==> config.mk <==
export PLATFORM = sky130hd
export DESIGN_NAME = cdc_hs_tx_ctrl
export DESIGN_NICKNAME = d
export VERILOG_FILES = /design/src/rtl/cdc_hs_pkg.sv /design/src/rtl/cdc_sync_n.sv /design/src/rtl/cdc_hs_tx_ctrl.sv
export SDC_FILE = /design/constraint.sdc
export NUM_CORES = 1
export LEC_CHECK = 0
export ABC_AREA = 1
export CORE_MARGIN = 1.5
export CORE_UTILIZATION = 41
export CTS_CLUSTER_DIAMETER = 60
export DETAILED_ROUTE_END_ITERATION = 6
export PLACE_DENSITY = 0.8
export SLEW_MARGIN = 40
export SYNTH_ARGS = -nofsm -noshare
export SYNTH_HDL_FRONTEND = slang
export SYNTH_SLANG_ARGS = --single-unit
==> constraint.sdc <==
create_clock -name clk -period 1.29 [get_ports clk]
set_clock_uncertainty 0.15 [all_clocks]
set_input_delay 0.1935 -clock clk [delete_from_list [all_inputs] [get_ports clk]]
set_output_delay 0.1935 -clock clk [all_outputs]
set_load 0.02 [all_outputs]
==> src/rtl/cdc_hs_pkg.sv <==
// Shared types for the four-phase CDC handshake transmitter.
// Holds the controller state encoding and the transfer counter width.
package cdc_hs_pkg;

  localparam int unsigned XFER_CNT_W = 16;

  typedef enum logic [1:0] {
    IDLE    = 2'd0,
    REQ_HI  = 2'd1,
    WAIT_LO = 2'd2
  } state_t;

endpackage

==> src/rtl/cdc_sync_n.sv <==
// N-flop level synchronizer with synchronous active-low reset.
// The output is taken from the last flop in the chain.
module cdc_sync_n #(
  parameter int unsigned STAGES = 2
) (
  input  logic clk,
  input  logic reset,
  input  logic d,
  output logic q
);

  logic [STAGES-1:0] sync_q;

  always_ff @(posedge clk) begin
    if (!reset) begin
      sync_q <= '0;
    end else begin
      sync_q[0] <= d;
      for (int unsigned i = 1; i < STAGES; i++) begin
        sync_q[i] <= sync_q[i-1];
      end
    end
  end

  assign q = sync_q[STAGES-1];

endmodule

==> src/rtl/cdc_hs_tx_ctrl.sv <==
// Four-phase request/acknowledge transmitter toward a remote clock domain.
// Optional handshake watchdog is compiled in with macro CDC_HS_TIMEOUT_EN.
module cdc_hs_tx_ctrl
  import cdc_hs_pkg::*;
#(
  parameter int unsigned WIDTH   = 8,
  parameter int unsigned STAGES  = 2,
  parameter int unsigned TIMEOUT = 255
) (
  input  logic                  clk,
  input  logic                  reset,
  input  logic                  in_valid,
  input  logic [WIDTH-1:0]      in_data,
  output logic                  in_ready,
  output logic                  tx_req,
  output logic [WIDTH-1:0]      tx_data,
  input  logic                  tx_ack,
  output logic                  busy,
  output logic [XFER_CNT_W-1:0] xfer_cnt,
  input  logic                  err_clr,
  output logic                  error
);

  state_t                  state, state_n;
  logic                    ack_s;
  logic                    hs;
  logic                    timeout;
  logic                    aborted;
  logic                    done;
  logic [XFER_CNT_W-1:0]   cnt_q;

  cdc_sync_n #(.STAGES(STAGES)) u_ack_sync (
    .clk   (clk),
    .reset (reset),
    .d     (tx_ack),
    .q     (ack_s)
  );

  assign in_ready = (state == IDLE);
  assign busy     = (state != IDLE);
  assign hs       = in_valid && in_ready;
  assign xfer_cnt = cnt_q;

  always_comb begin
    state_n = state;
    case (state)
      IDLE:    if (hs) state_n = REQ_HI;
      REQ_HI:  if (ack_s || timeout) state_n = WAIT_LO;
      WAIT_LO: if (!ack_s && !timeout) state_n = IDLE;
      default: state_n = IDLE;
    endcase
  end

  // A transfer that was cut short by the watchdog still drains through WAIT_LO but is not counted.
  assign done = (state == WAIT_LO) && (state_n == IDLE) && !aborted;

  always_ff @(posedge clk) begin
    if (!reset) begin
      state   <= IDLE;
      tx_req  <= 1'b0;
      tx_data <= '0;
      cnt_q   <= '0;
    end else begin
      state <= state_n;
      if (hs) begin
        tx_req  <= 1'b1;
        tx_data <= in_data;
      end else if ((state == REQ_HI) && (state_n == WAIT_LO)) begin
        tx_req <= 1'b0;
      end
      if (done) cnt_q <= cnt_q + XFER_CNT_W'(1);
    end
  end

`ifdef CDC_HS_TIMEOUT_EN
  logic [15:0] wd_q;
  logic        aborted_q;
  logic        err_q;

  assign timeout = (state != IDLE) && (wd_q == 16'(TIMEOUT - 1));
  assign aborted = aborted_q;
  assign error   = err_q;

  // The watchdog restarts on each state change, and after firing in WAIT_LO it re-arms.
  always_ff @(posedge clk) begin
    if (!reset) begin
      wd_q      <= '0;
      aborted_q <= 1'b0;
      err_q     <= 1'b0;
    end else begin
      if ((state_n != state) || timeout) wd_q <= '0;
      else if (state != IDLE)            wd_q <= wd_q + 16'd1;

      if (hs)           aborted_q <= 1'b0;
      else if (timeout) aborted_q <= 1'b1;

      if (timeout)      err_q <= 1'b1;
      else if (err_clr) err_q <= 1'b0;
    end
  end
`else
  logic unused_cfg;

  assign timeout    = 1'b0;
  assign aborted    = 1'b0;
  assign error      = 1'b0;
  assign unused_cfg = err_clr | (TIMEOUT == 0);
`endif

endmodule
==> results of run 1 <==
-- flip-flops by register name, summed over array words and instances, names as in the netlist --
register           count
tx_data                8
tx_req                 1
u_ack_sync.sync_q      2
xfer_cnt              16
state                  2
-- per-layer routing --
layer	share of wire	routed length, um	vias to the layer above	GRT usage
li1	-	-	737	-
met1	0.41	1410	656	0.238
met2	0.52	1770	38	0.328
met3	0.048	165	8	0.0786
met4	0.019	65	0	0.0635
met5	0	0	-	0
-- stage by stage --
step                setup slack (ns)  power [mW]
finish                       -0.0475        1.68
global route                  -0.136        1.76
global placement              -0.130        1.19
floorplan                   -0.00867        1.07
CTS                          -0.0597        1.68
detailed placement            -0.179        1.20
-- layout make-up --
cell class,instances,share of cell area
Inverter,27,0.0498
Clock buffer,8,0.0240
Multi-Input combinational cell,129,0.343
Sequential cell,29,0.297
Tap cell,44,0.0270
Timing Repair Buffer,69,0.259
-- placed cells by master, fill, tap and decap left out, types with 2 or more instances in the layout --
master and count:
clkbuf_1 3, dfxtp_1 17, clkdlybuf4s50_1 11, buf_4 25, dfxtp_4 4, nand4_1 4
buf_6 8, nand2_1 35, clkbuf_4 5, nand3_4 2, nor2_2 2, nand2_4 3
o21ai_0 11, nand3_1 7, buf_2 24, a21oi_1 8, nor2_1 35, inv_2 5
inv_1 22, dfxtp_2 8, nand3_2 3, nor2_4 5, nand2_2 7
-- power by group through the flow --
| stage | combinational, mW | clock, mW | sequential (mW) |
|---|---|---|---|
| 3_5_place_dp | 0.235 | 0 | 0.960 |
| 6_report | 0.223 | 0.521 | 0.936 |
| 3_3_place_gp | 0.232 | 0 | 0.958 |
| 5_1_grt | 0.247 | 0.574 | 0.939 |
| 2_1_floorplan | 0.0839 | 0 | 0.990 |
| 4_1_cts | 0.228 | 0.516 | 0.939 |
-- worst max-delay path by stage --
stage	from	end	slack, ns	cells after the start
after floorplan	xfer_cnt[1]	xfer_cnt[14]	-0.009	7
after global placement	in_valid	tx_data[6]	-0.13	5
after detailed placement	in_valid	tx_data[4]	-0.18	5
after CTS	xfer_cnt[0]	xfer_cnt[14]	-0.06	8
after global routing	xfer_cnt[1]	xfer_cnt[15]	-0.14	8
final	state[0]	busy	-0.05	3
-- logic make-up after synthesis --
family | Yosys count | synth area share
AOI/OAI and AO/OA | 23 | 0.0895
DFF | 29 | 0.442
buffers and inverters | 33 | 0.110
adders and majority gates | 1 | 0.00952
other | 1 | 0.00285
and+or+nand+nor | 104 | 0.346
-- what timing repair did --
action	4_1_cts	5_1_grt
resized for setup	101	55
setup buffers	2	2
setup endpoints to repair	42	45
pin swaps	2	13
hold endpoints to repair	0	0
-- worst max-delay path, cell delays in order, from the launching register on --
cell and delay [ns]:
dfxtp_2 0.35, nor2_4 0.14, inv_2 0.05, buf_6 0.12
==> impl_summary.md, run 1 <==
Cells and area
After routing the design area is a little over 2000 um^2. In the final layout, flip-flops and latches occupy between 600 and 700 um^2. The filler cell count in the final layout is about 250.

The final cell utilization of the core is 0.667. The share of post-route cells with drive strength above 1 is 0.405. The count of nets after finishing is 275. The total inserted antenna cells is 0. The total area of multi-input combinational cells is around 700 um^2. Compared with the post-synthesis result, the final layout area differs by 55.0%. The count of cells in the finished layout, fillers not included, comes to roughly 310.

Synthesis
The number of flops mapped to enable cells by yosys is 0. The number of storage elements in the synthesis netlist is 29. The commonest cells after synthesis are nand2_1 (44), nor2_1 (38), dfxtp_1 (29).

In this run the cell area of the synthesized design comes to between 1000 and 1500 um^2. The sequential-to-total area share from yosys stat is 0.442. After synthesis, the share of flip-flops with an asynchronous set or reset is 0. Yosys printed 0 warnings. The count of distinct cell types in the synthesized netlist is 21.

The cell count after synthesis is approximately 190. Summed over all instances, the cell type with the most area after synthesis is dfxtp_1. By area the synthesized netlist is led by dfxtp_1 (44%), nand2_1 (13%), nor2_1 (11%). The number of nets in the synthesized netlist is just over 200. The share of Yosys cell area claimed by the top area cell type is 0.442.

The most used flip-flop cell after synthesis is dfxtp_1. The cell with the most instances after synthesis is nand2_1. Averaged over all synthesized cells, the footprint is 6.88 um^2.

Min path
The worst hold path cell count is 3. The worst hold path terminates at u_ack_sync.sync_q[0]. The start point of the worst hold path is tx_ack. The worst hold path class is input port to register.

Clock network
The clock transition at the register clock pins on the worst setup and hold paths after CTS is around 0.090 ns. TritonCTS built the clock tree. The number of buffers added by the clock tree synthesis step is 5. The maximum clock insertion buffer count is 2. The CTS sink count is 29.

In this run the number of H-tree levels came out at 2. The CTS root buffer is clkbuf_4. In this run, post-CTS hold repair placed 0 buffers.

The clock reaches the later pin of the worst-skew pair after 0.33 ns.

GRT
The combined global-route utilization of all metal layers is 0.199. The via count of the first global-routing pass is about 1200. The total overflow left after global routing is 0. The first global-routing pass estimated about 5200 um of wire. The initial antenna violation count came to 0. Entering global routing, the biggest net connects 12 pins.

Status
The run finished, with violations left. The final reports fail on setup timing.

Place
The final estimated routing congestion in global placement is roughly 0.75. The HPWL after detailed placement is ~2300 um. The post-detailed-placement cell area is a little under 2000 um^2. Buffers placed on the I/O ports in this run total 38. The number of cells in the design after placement is a little under 300.

Detailed routing
The number of DRC violations after detailed-routing iteration 0 is 57. After detailed routing, the average wire length per cell comes to 11.2 um. For this run, design rule violations remaining after detail routing come to 0. After detailed routing, the total wire length is 3420 um. The post-detailed-route via-to-cell ratio is about 4.7. In this run the remaining antenna-violating nets after routing total 0.

The count of vias placed by the detailed router is 1439. For this run, the detailed router's first-pass iteration total came to 4.

Floorplan
The number of rows in the core area is 20. The width of the die is about 60 um. The starting density of the core is 0.430. The core region area is between 3000 and 4000 um^2.

The die outline area is 3550 um^2. Measured along the y axis, the die boundary spans around 60 um. For this design the top-level I/O count stands at 41.

Setup path
The required time at the worst-slack endpoint is ~0.95 ns. The worst setup path is launched from a register. The length in cells of the worst reg-to-reg path is 8. The worst flop-to-flop path startpoint is xfer_cnt[1]. The critical path data arrival time is just under 1 ns.

Along the worst path, the maximum fanout reaches 3. The worst register-to-register path ends at xfer_cnt[7]. The setup slack on the worst flop-to-flop path is -0.04 ns. The worst setup path is captured at a primary output. The type of the worst setup path is register to primary output.

Power and ir drop
The maximum VDD drop is ~0.67 mV. The share of total power dissipated in the clock network is 0.310. The switching power as a share of total power is 0.266.

The relative contribution of combinational cells to total power is 0.133. Internal power comes to ~1.2 mW. The power spent charging and discharging nets is about 0.45 mW. The power per cell area is slightly above 800 nW/um^2. The portion of total power attributed to sequential cells is 0.557. Summed over all cells, the static leakage comes to between 0.9 and 1 nW.

Job
The max capacitance violation total is 0.

Timing
Setup total negative slack on the finished layout was measured at -0.244 ns. The final setup violation count is 10. The final-report max-slew violation count came to 0.

The post-layout minimum cycle time is roughly 1.3 ns. The final-layout worst hold slack is about 0.24 ns. The period utilization is 1.04. Timing would allow up to between 700 and 800 MHz. Setup repair after global routing could not meet its margin everywhere. The final worst setup slack is -0.0475 ns. The number of hold-slack violations in the final timing report is 0.
No activity file was read; power rests on OpenSTA's default activity.
==> run 2: changes to the inputs <==
--- a/config.mk
+++ b/config.mk
@@ -9,9 +9,11 @@
 export CORE_MARGIN = 1.5
 export CORE_UTILIZATION = 41
 export CTS_CLUSTER_DIAMETER = 60
+export CTS_CLUSTER_SIZE = 12
 export DETAILED_ROUTE_END_ITERATION = 6
+export GPL_ROUTABILITY_DRIVEN = 1
 export PLACE_DENSITY = 0.8
-export SLEW_MARGIN = 40
+export SLEW_MARGIN = 0
 export SYNTH_ARGS = -nofsm -noshare
 export SYNTH_HDL_FRONTEND = slang
 export SYNTH_SLANG_ARGS = --single-unit
==> results of run 2 <==
No change in the layout: final DEF, timing and power equal those of run 1.
==> run 3: changes to the inputs <==
--- a/config.mk
+++ b/config.mk
@@ -12,7 +12,9 @@
 export CTS_CLUSTER_SIZE = 12
 export DETAILED_ROUTE_END_ITERATION = 6
 export GPL_ROUTABILITY_DRIVEN = 1
+export HOLD_SLACK_MARGIN = 0.12
 export PLACE_DENSITY = 0.8
+export RECOVER_POWER = 25
 export SLEW_MARGIN = 0
 export SYNTH_ARGS = -nofsm -noshare
 export SYNTH_HDL_FRONTEND = slang
==> impl_summary.md, run 3 (same netlist as run 1, synthesis figures left out) <==
Status
The run finished, with violations left. The final reports fail on setup timing.

Cells and area
The total inserted antenna cells is 0. The final layout contains roughly 280 nets. The number of flip-flops in the largest register is 16. The area growth from synthesis to layout is 54.9%.

The share of post-route cells with drive strength above 1 is 0.405. The count of cells in the finished layout, fillers not included, comes to 306. The final cell utilization of the core is 0.666.

The filler cell count in the final layout is approximately 250. Leaving out fill and tap cells, the most frequent cells in the layout are nand2_1 (35), nor2_1 (35), buf_4 (24), inv_1 (22), buf_2 (22).

Floorplan
In this run the core area contains 20 standard-cell rows. Measured along the x axis, the die boundary spans slightly below 60 um. The region available for standard cell placement spans 3050 um^2. The die covers 3550 um^2. For this configuration, the core starts out at a cell density of 0.430. just over 40 I/O pins were placed. The height of the die is about 60 um.

Timing
The final-report max-slew violation count is 0. Setup repair after global routing could not meet its margin everywhere. The post-layout minimum cycle time is roughly 1.3 ns. The highest clock rate is between 700 and 800 MHz. The number of hold-slack violations in the final timing report is 0. The final worst setup slack is -0.0439 ns.

Of the available clock period, the critical path in the final layout requires 1.03. The final setup violation count is 10.

Clock network
In this run the clock root is driven by a clkbuf_4. TritonCTS built the clock tree. Clock tree synthesis inserted a total of 5 buffers.

In this run, post-CTS hold repair placed 0 buffers. The clock transition at the register clock pins on the worst setup and hold paths after CTS is 0.08 ns. The tree built by TritonCTS fans out to 29 sinks. The total number of H-tree levels is 2.

The longest clock path from root to sink contains 2 buffers. For the worst-skew pair, the clock arrives at the later sink with an insertion delay of around 0.33 ns.

Setup path
The critical path data arrival time is 0.99 ns. STA classifies the critical path endpoint as a primary output. At the worst endpoint, the required time is approximately 0.95 ns. Walking the worst path, the cells encountered are nor2_4, inv_2, buf_6. The total buffers and inverters traversed by the critical path is 2. STA classifies the critical path startpoint as a register. The worst setup path is of the register to primary output kind.

The family of cells with the greatest summed delay on the critical path is flip-flops. The peak per-stage delay on the critical path is 0.35 ns. In this run the worst path has a maximum fanout of 3. The critical path's slowest cell is dfxtp_2.

Detailed routing
The number of remaining DRC errors is 0. Across all layers, the routed design uses roughly 1400 vias. In this run the remaining antenna-violating nets after routing total 0. The wire length after detailed routing is approximately 3400 um. Dividing the detail-routed wire length by the instance count gives approximately 11 um.

The post-detailed-route via-to-cell ratio is 4.64. The number of DRC violations after detailed-routing iteration 0 is 49. The pre-antenna-repair detailed-routing pass consisted of 5 iterations.

GRT
Across every metal layer, demand over resource in global routing totals 0.199. The first-pass GRT wire length is about 5200 um. The overall overflow remaining after global route is 0. Entering global routing, the biggest net connects 12 pins. The via count of the first global-routing pass came to ~1200. The initial antenna violation count is 0.

Place
Once placement completed, the tool counted placed cells totaling roughly 290. The final estimated routing congestion in global placement is around 0.75. The count of buffers from port buffering is 38. The wire-length estimate of the detail-placed layout is roughly 2300 um.

Job
The max capacitance violation total is 0.

Min path
The tightest min-delay check is of the input port to register type.

Power and ir drop
The power per cell area is approximately 820 nW/um^2. The static leakage power is between 0.9 and 1 nW. IR analysis of the VDD net gives a maximum drop of 0.667 mV.
run 3: cell types whose count changed in the layout (fill, tap and decap cells not counted), sizes merged:
cell           delta
clkdlybuf4s50     -1
clkbuf            +3
dlygate4sd3       +1
buf               -3
run 3: power by group:
part | switching [mW] | total, mW | internal (mW)
clock network | 0.303 | 0.520 | 0.217
logic | 0.125 | 0.222 | 0.0973
registers | 0.0175 | 0.936 | 0.919
total | 0.445 | 1.68 | 1.23
run 3: layout make-up:
type	instances	area [um^2]	area share
Inverter	27	101	0.0498
Timing Repair Buffer	69	526	0.258
Sequential cell	29	606	0.298
Clock buffer	8	48.8	0.0240
Multi-Input combinational cell	129	698	0.343
Tap cell	44	55.1	0.0271
run 3: worst paths after layout:
path / startpoint / to / slack, ns / depth (start not counted)
max reg2reg: xfer_cnt[1] / xfer_cnt[7] / -0.04 / 8
max: state[0] / busy / -0.04 / 3
min: tx_ack / u_ack_sync.sync_q[0] / 0.24 / 3
min reg2reg: u_ack_sync.sync_q[0] / u_ack_sync.sync_q[1] / 0.29 / 2
run 3: worst min-delay path, cell delays in order:
cell,delay (ns)
clkdlybuf4s50_1,0.39
nand2_1,0.07
inv_1,0.03
run 3: what timing repair did:
action | in CTS | in global routing
buffers inserted | 2 | 2
resized for setup | 101 | 55
pin swaps | 2 | 13
setup endpoints to repair | 42 | 45
run 3: metal layers:
layer  wire [um]  track usage  vias to the layer above
met2        1770        0.328                       34
li1            -            -                      734
met3         160       0.0786                        8
met4          65       0.0635                        0
met1        1420        0.238                      644
met5           0            0                        -
run 3: metrics by stage:
stage                     power (mW)  setup slack (ns)  area [um^2]  setup TNS (ns)  hold WS [ns]
final                           1.68           -0.0439         2030          -0.221         0.243
after global routing            1.76            -0.136         2030           -1.39         0.281
after CTS                       1.68           -0.0597         2020          -0.446         0.247
after detailed placement        1.20            -0.179         1950           -2.98         0.267
after global placement          1.19            -0.130         1950           -2.11         0.250
after floorplan                 1.07          -0.00867         1350         -0.0124         0.141
